File: config.mk
export PLATFORM = sky130hd
export DESIGN_NAME = ccff_chain_loader
export DESIGN_NICKNAME = d
export VERILOG_FILES = /design/src/rtl/ccff_chain_loader.sv
export SDC_FILE = /design/constraint.sdc
export NUM_CORES = 1
export LEC_CHECK = 0
export ABC_CLOCK_PERIOD_IN_PS = 4500
export CAP_MARGIN = 20
export CORE_ASPECT_RATIO = 1.25
export CORE_UTILIZATION = 55
export DETAILED_ROUTE_END_ITERATION = 7
export GPL_ROUTABILITY_DRIVEN = 0
export PLACE_DENSITY = 0.82
export SLEW_MARGIN = 20
export SYNTH_ARGS = -nofsm -noshare
export SYNTH_HDL_FRONTEND = slang
export SYNTH_SLANG_ARGS = --single-unit
File: constraint.sdc
create_clock -name prog_clock -period 4.5 [get_ports prog_clock]
set_input_delay 0.9 -clock prog_clock [delete_from_list [all_inputs] [get_ports prog_clock]]
set_output_delay 0.9 -clock prog_clock [all_outputs]
set_load 0.005 [all_outputs]
File: src/rtl/ccff_chain_loader.sv
// ccff_chain_loader: streams a word-oriented bitstream MSB-first into a logic tile's CCFF chain.
// Define CCFF_READBACK_EN to add a recirculating parity readback (VERIFY state, error flag).
module ccff_chain_loader #(
    parameter int CHAIN_LEN = 66,
    parameter int WORD_W    = 8,
    parameter int CNT_W     = 16
) (
    input  logic              prog_clock,
    input  logic              prog_reset,
    input  logic              start,
    input  logic              abort,
    input  logic [WORD_W-1:0] bs_data,
    input  logic              bs_valid,
    output logic              bs_ready,
    output logic              ccff_head,
    output logic              config_enable,
    input  logic              ccff_tail,
    output logic              busy,
    output logic              done,
    output logic              error
);

    localparam int               IDX_W    = (WORD_W > 1) ? $clog2(WORD_W) : 1;
    localparam logic [CNT_W-1:0] LAST_CNT = CNT_W'(CHAIN_LEN);
    localparam logic [IDX_W-1:0] TOP_IDX  = IDX_W'(WORD_W - 1);

    typedef enum logic [2:0] {
        ST_IDLE   = 3'd0,
        ST_FETCH  = 3'd1,
        ST_SHIFT  = 3'd2,
`ifdef CCFF_READBACK_EN
        ST_VERIFY = 3'd3,
`endif
        ST_DONE   = 3'd4
    } state_t;

    state_t            state_q, state_d;
    logic [WORD_W-1:0] buf_q, buf_d;
    logic [IDX_W-1:0]  idx_q, idx_d;
    logic [CNT_W-1:0]  cnt_q, cnt_d;
    logic              head_q, head_d;
    logic              en_q, en_d;
    logic              ready_q, ready_d;
    logic              busy_q, busy_d;
    logic              done_q, done_d;

`ifdef CCFF_READBACK_EN
    logic error_q, error_d;
    logic spar_q, spar_d;
    logic tpar_q, tpar_d;
    logic phase_q, phase_d;

    function automatic logic parity_step(input logic acc, input logic bit_in);
        return acc ^ bit_in;
    endfunction
`endif

    // Next-state and next-output logic; outputs are registered versions of these _d values.
    always_comb begin
        state_d = state_q;
        buf_d   = buf_q;
        idx_d   = idx_q;
        cnt_d   = cnt_q;
        head_d  = head_q;
        en_d    = 1'b0;
        done_d  = done_q;
`ifdef CCFF_READBACK_EN
        error_d = error_q;
        spar_d  = spar_q;
        tpar_d  = tpar_q;
        phase_d = phase_q;
`endif
        case (state_q)
            ST_IDLE, ST_DONE: begin
                if (start) begin
                    state_d = ST_FETCH;
                    cnt_d   = {CNT_W{1'b0}};
                    done_d  = 1'b0;
`ifdef CCFF_READBACK_EN
                    error_d = 1'b0;
                    spar_d  = 1'b0;
                    tpar_d  = 1'b0;
`endif
                end else begin
                    state_d = state_q;
                end
            end
            ST_FETCH: begin
                if (abort) begin
                    state_d = ST_IDLE;
                end else if (bs_valid && ready_q) begin
                    // The first bit of the word goes out in the first SHIFT cycle.
                    state_d = ST_SHIFT;
                    buf_d   = bs_data;
                    idx_d   = TOP_IDX;
                    head_d  = bs_data[WORD_W-1];
                    en_d    = 1'b1;
                    cnt_d   = cnt_q + CNT_W'(1);
`ifdef CCFF_READBACK_EN
                    spar_d  = parity_step(spar_q, bs_data[WORD_W-1]);
`endif
                end else begin
                    state_d = ST_FETCH;
                end
            end
            ST_SHIFT: begin
                if (abort) begin
                    state_d = ST_IDLE;
                end else if (cnt_q == LAST_CNT) begin
`ifdef CCFF_READBACK_EN
                    state_d = ST_VERIFY;
                    cnt_d   = {CNT_W{1'b0}};
                    phase_d = 1'b0;
`else
                    state_d = ST_DONE;
                    done_d  = 1'b1;
`endif
                end else if (idx_q == {IDX_W{1'b0}}) begin
                    state_d = ST_FETCH;
                end else begin
                    idx_d  = idx_q - IDX_W'(1);
                    head_d = buf_q[idx_q - IDX_W'(1)];
                    en_d   = 1'b1;
                    cnt_d  = cnt_q + CNT_W'(1);
`ifdef CCFF_READBACK_EN
                    spar_d = parity_step(spar_q, buf_q[idx_q - IDX_W'(1)]);
`endif
                end
            end
`ifdef CCFF_READBACK_EN
            ST_VERIFY: begin
                // Head is registered, so sample the tail only while the chain is still,
                // then spend one cycle shifting it back in.
                if (abort) begin
                    state_d = ST_IDLE;
                end else if (!phase_q) begin
                    head_d  = ccff_tail;
                    en_d    = 1'b1;
                    tpar_d  = parity_step(tpar_q, ccff_tail);
                    cnt_d   = cnt_q + CNT_W'(1);
                    phase_d = 1'b1;
                end else begin
                    phase_d = 1'b0;
                    if (cnt_q == LAST_CNT) begin
                        state_d = ST_DONE;
                        done_d  = 1'b1;
                        error_d = tpar_q ^ spar_q;
                    end else begin
                        state_d = ST_VERIFY;
                    end
                end
            end
`endif
            default: begin
                state_d = ST_IDLE;
            end
        endcase

        ready_d = (state_d == ST_FETCH);
        busy_d  = (state_d != ST_IDLE) && (state_d != ST_DONE);
    end

    // State and registered outputs.
    always_ff @(posedge prog_clock or posedge prog_reset) begin
        if (prog_reset) begin
            state_q <= ST_IDLE;
            buf_q   <= {WORD_W{1'b0}};
            idx_q   <= {IDX_W{1'b0}};
            cnt_q   <= {CNT_W{1'b0}};
            head_q  <= 1'b0;
            en_q    <= 1'b0;
            ready_q <= 1'b0;
            busy_q  <= 1'b0;
            done_q  <= 1'b0;
        end else begin
            state_q <= state_d;
            buf_q   <= buf_d;
            idx_q   <= idx_d;
            cnt_q   <= cnt_d;
            head_q  <= head_d;
            en_q    <= en_d;
            ready_q <= ready_d;
            busy_q  <= busy_d;
            done_q  <= done_d;
        end
    end

`ifdef CCFF_READBACK_EN
    // Readback parity accumulators and the sticky error flag.
    always_ff @(posedge prog_clock or posedge prog_reset) begin
        if (prog_reset) begin
            error_q <= 1'b0;
            spar_q  <= 1'b0;
            tpar_q  <= 1'b0;
            phase_q <= 1'b0;
        end else begin
            error_q <= error_d;
            spar_q  <= spar_d;
            tpar_q  <= tpar_d;
            phase_q <= phase_d;
        end
    end

    assign error = error_q;
`else
    logic unused_tail_s;
    assign unused_tail_s = ccff_tail;
    assign error         = 1'b0;
`endif

    assign bs_ready      = ready_q;
    assign ccff_head     = head_q;
    assign config_enable = en_q;
    assign busy          = busy_q;
    assign done          = done_q;

endmodule

==> out/qor.txt <==
Status: finished, final reports clean
First-pass GRT wire length: 6.58 mm
Max-slew headroom: 0.469
Synth Warn #: 0
Synth cell types: 48
Worst-case reg-to-reg path depth: 7
CTS H-tree depth: 2
Reg2Reg Launch Point: cnt_q[0]$_DFFE_PP0P_
Post-Syn Instances: 170
Placed Instance Area: 2070 um2
Fraction of registers with async set/reset: 1.00
Slew Viols, Final: 0
Cts repair resizes: 0
R2R setup slack: 2.25 ns
Share of post-route cells with drive strength above 1: 0.171
Post-Synth Adder-Cell Area: 0.0324
Core footprint: 3220 um2
Synth Net Count: 188
GRT Util Overall: 0.266
Final instance area: 2170 um2
Starting DRT DRC Count: 38
Final Hold Vio Count: 0
Largest family of logic cells by synthesized area: simple AND/OR/NAND/NOR gates
I/O pins: 20
Nets: 210
Hold_buf cts: 0
I/O Buffers: 17
Largest net degree at the start of global routing: 36
Post-synthesis sequential area ratio: 0.472
Die Area: 3610 um2
FF+latch count, synth: 35
Number of max-cap violations: 0
CP max FO: 9
Root Buffer: clkbuf_8
Setup TNS: 0 ns
RSZ-0062 raised after global routing: false
Hold EP: done$_DFFE_PP0P_
# rows: 23
Clock sinks: 35
Reg area: 876 um2
Worst EP arrival: 3.01 ns
Routed length per instance: 17.0 um
Setup crit start kind: input port
WL final: 3.90 mm
Die H: 66.9 um
Vias post-DR: 1,404
Mean Syn Cell Area: 10.9 um2
Grt total ovfl: 0
Worst hold start: done$_DFFE_PP0P_
Worst Path Required: 4.69 ns
Via/cell ratio: 6.10
Detail Route Antenna Nets: 0
Vias in the first global route: 1,485
Leak: 0.961 nW
Beginning of the critical path: abort
Post-CTS setup buffer count: 0
Mapped cell area: 1860 um2
DP Wirelength: 2.76 mm
Setup Skew: 0.00994 ns
CTS Buf Count: 5
Tmin final: 2.83 ns
Layout area overhead: 16.8%
CTS tree: built
Critical path class: in2reg
Synth Area in Compound Gates: 0.100
Chip width: 54.0 um
Ys flop type: dfrtp_1
EDFF count, synth: 0
DRC Markers: 0
Crit. End Element: flop
Mux share of post-synthesis cell area: 0.0836
Power Total: 0.985 mW
Hold Path Depth: 2
Path type of the worst min-delay path: reg2reg
Max frequency: 354 MHz
Antenna cells: 0
Final setup viols: 0
Worst-margin pin slew: 0.795 ns
Crit share post-route: 0.628
1st-pass router iterations: 4
Synth Area in Simple Gates: 0.235
Initial Util: 0.576
Worst-Skew Late Latency: 0.29 ns
Max clock buf depth: 2
Peak supply drop: 0.314 mV
Antenna violations before repair: 0
Multi-input logic area: 937 um2
Terminus of the critical flop-to-flop path: busy$_DFF_PP0_
Post-Synth XOR/XNOR Area: 0.0519
Reg clk slew, reported paths: 0.07 ns
Fillers: 256
Power density over the cells: 455 nW/um2
[critical path: stages]
cell             delay [ns]
clkdlybuf4s50_1        0.64
or4b_1                 0.70
o311a_4                0.20
nor2_2                 0.23
a31oi_1                0.12
a41o_1                 0.23
[state kept, by name (all words and copies together) (netlist names)]
register and count:
ccff_head 1, done 1, config_enable 1, idx_q 3, bs_ready 1, buf_q 8
state_q 3, cnt_q 16, busy 1
[cell type report]
type,count,area share
multi-input cells,125,0.432
flip-flops and latches,35,0.404
repair buffers,19,0.0855
clock buffers,8,0.0462
well taps,37,0.0214
inverters,6,0.0104
[layer usage]
layer	vias up	track usage	routed length, um
met5	-	0	0
met4	0	0.174	114
met3	11	0.0708	131
met2	38	0.449	2130
met1	702	0.279	1530
li1	653	-	-
[Yosys cell counts, drive strengths merged, types with 2 or more instances]
library cell | instances | share of area
buf | 2 | 0.0067
nand2 | 16 | 0.032
nand3 | 8 | 0.022
inv | 6 | 0.012
ha | 4 | 0.027
nor4 | 2 | 0.0067
mux2i | 2 | 0.011
a31oi | 4 | 0.013
or3 | 2 | 0.0067
mux4 | 2 | 0.024
or4b | 2 | 0.011
nor2 | 16 | 0.034
dfrtp | 35 | 0.47
xnor2 | 6 | 0.028
or3b | 4 | 0.020
nor3b | 2 | 0.0081
and3 | 3 | 0.010
nor4b | 5 | 0.032
nor2b | 2 | 0.0067
a41o | 2 | 0.011
a21oi | 5 | 0.016
nor3 | 6 | 0.025
o21ai | 5 | 0.013
mux2 | 8 | 0.049
o2111ai | 2 | 0.0094
xor2 | 5 | 0.024
clkbuf | 2 | 0.0040
[power breakdown]
group	switching [mW]	internal [mW]	leakage [nW]
registers	0.0520	0.387	0.454
logic	0.136	0.160	0.456
clock network	0.111	0.140	0.0515
[cells by family (layout without fill, tap and decap cells)]
logic type	count (synthesis)	count (layout)
compound gates	23	23
xor+xnor	11	11
fa+ha+maj	5	5
buf+inv	10	33
flops	35	35
mux	12	12
other cells	1	1
simple gates	73	73
[how the worst max path moves through the flow]
stage,endpoint,cells after the start,slack [ns]
floorplan,cnt_q[13]$_DFFE_PP0P_,6,2.04
global placement,cnt_q[13]$_DFFE_PP0P_,6,1.42
detailed placement,cnt_q[13]$_DFFE_PP0P_,6,1.38
CTS,cnt_q[13]$_DFFE_PP0P_,6,1.68
global route,cnt_q[13]$_DFFE_PP0P_,6,1.63
finish,cnt_q[13]$_DFFE_PP0P_,6,1.67
[layout by cell type (no fill, tap or decap), types with 2 or more instances in the layout]
cell,instances
o2111ai_1,2
a31oi_1,4
or3_1,2
dfrtp_1,35
nand2_1,16
xnor2_1,6
clkdlybuf4s50_1,17
nor3_1,4
mux4_2,2
o21ai_0,5
mux2i_1,2
or3b_2,3
nand3_1,8
clkbuf_8,7
nor4b_1,4
nor2_1,15
xor2_1,5
ha_1,4
inv_1,5
nor4_1,2
and3_1,3
mux2_2,8
buf_4,2
a41o_1,2
a21oi_1,4
nor3b_1,2
nor2b_1,2
[stage by stage]
stage	utilization	instances	worst slack [ns]	hold slack, ns
floorplan	-	170	2.04	0.473
global placement	0.641	222	1.42	0.466
detailed placement	0.641	222	1.38	0.470
CTS	0.672	230	1.68	0.487
global route	0.672	230	1.63	0.505
finish	0.672	230	1.67	0.478
(Power assumes the default switching activity.)
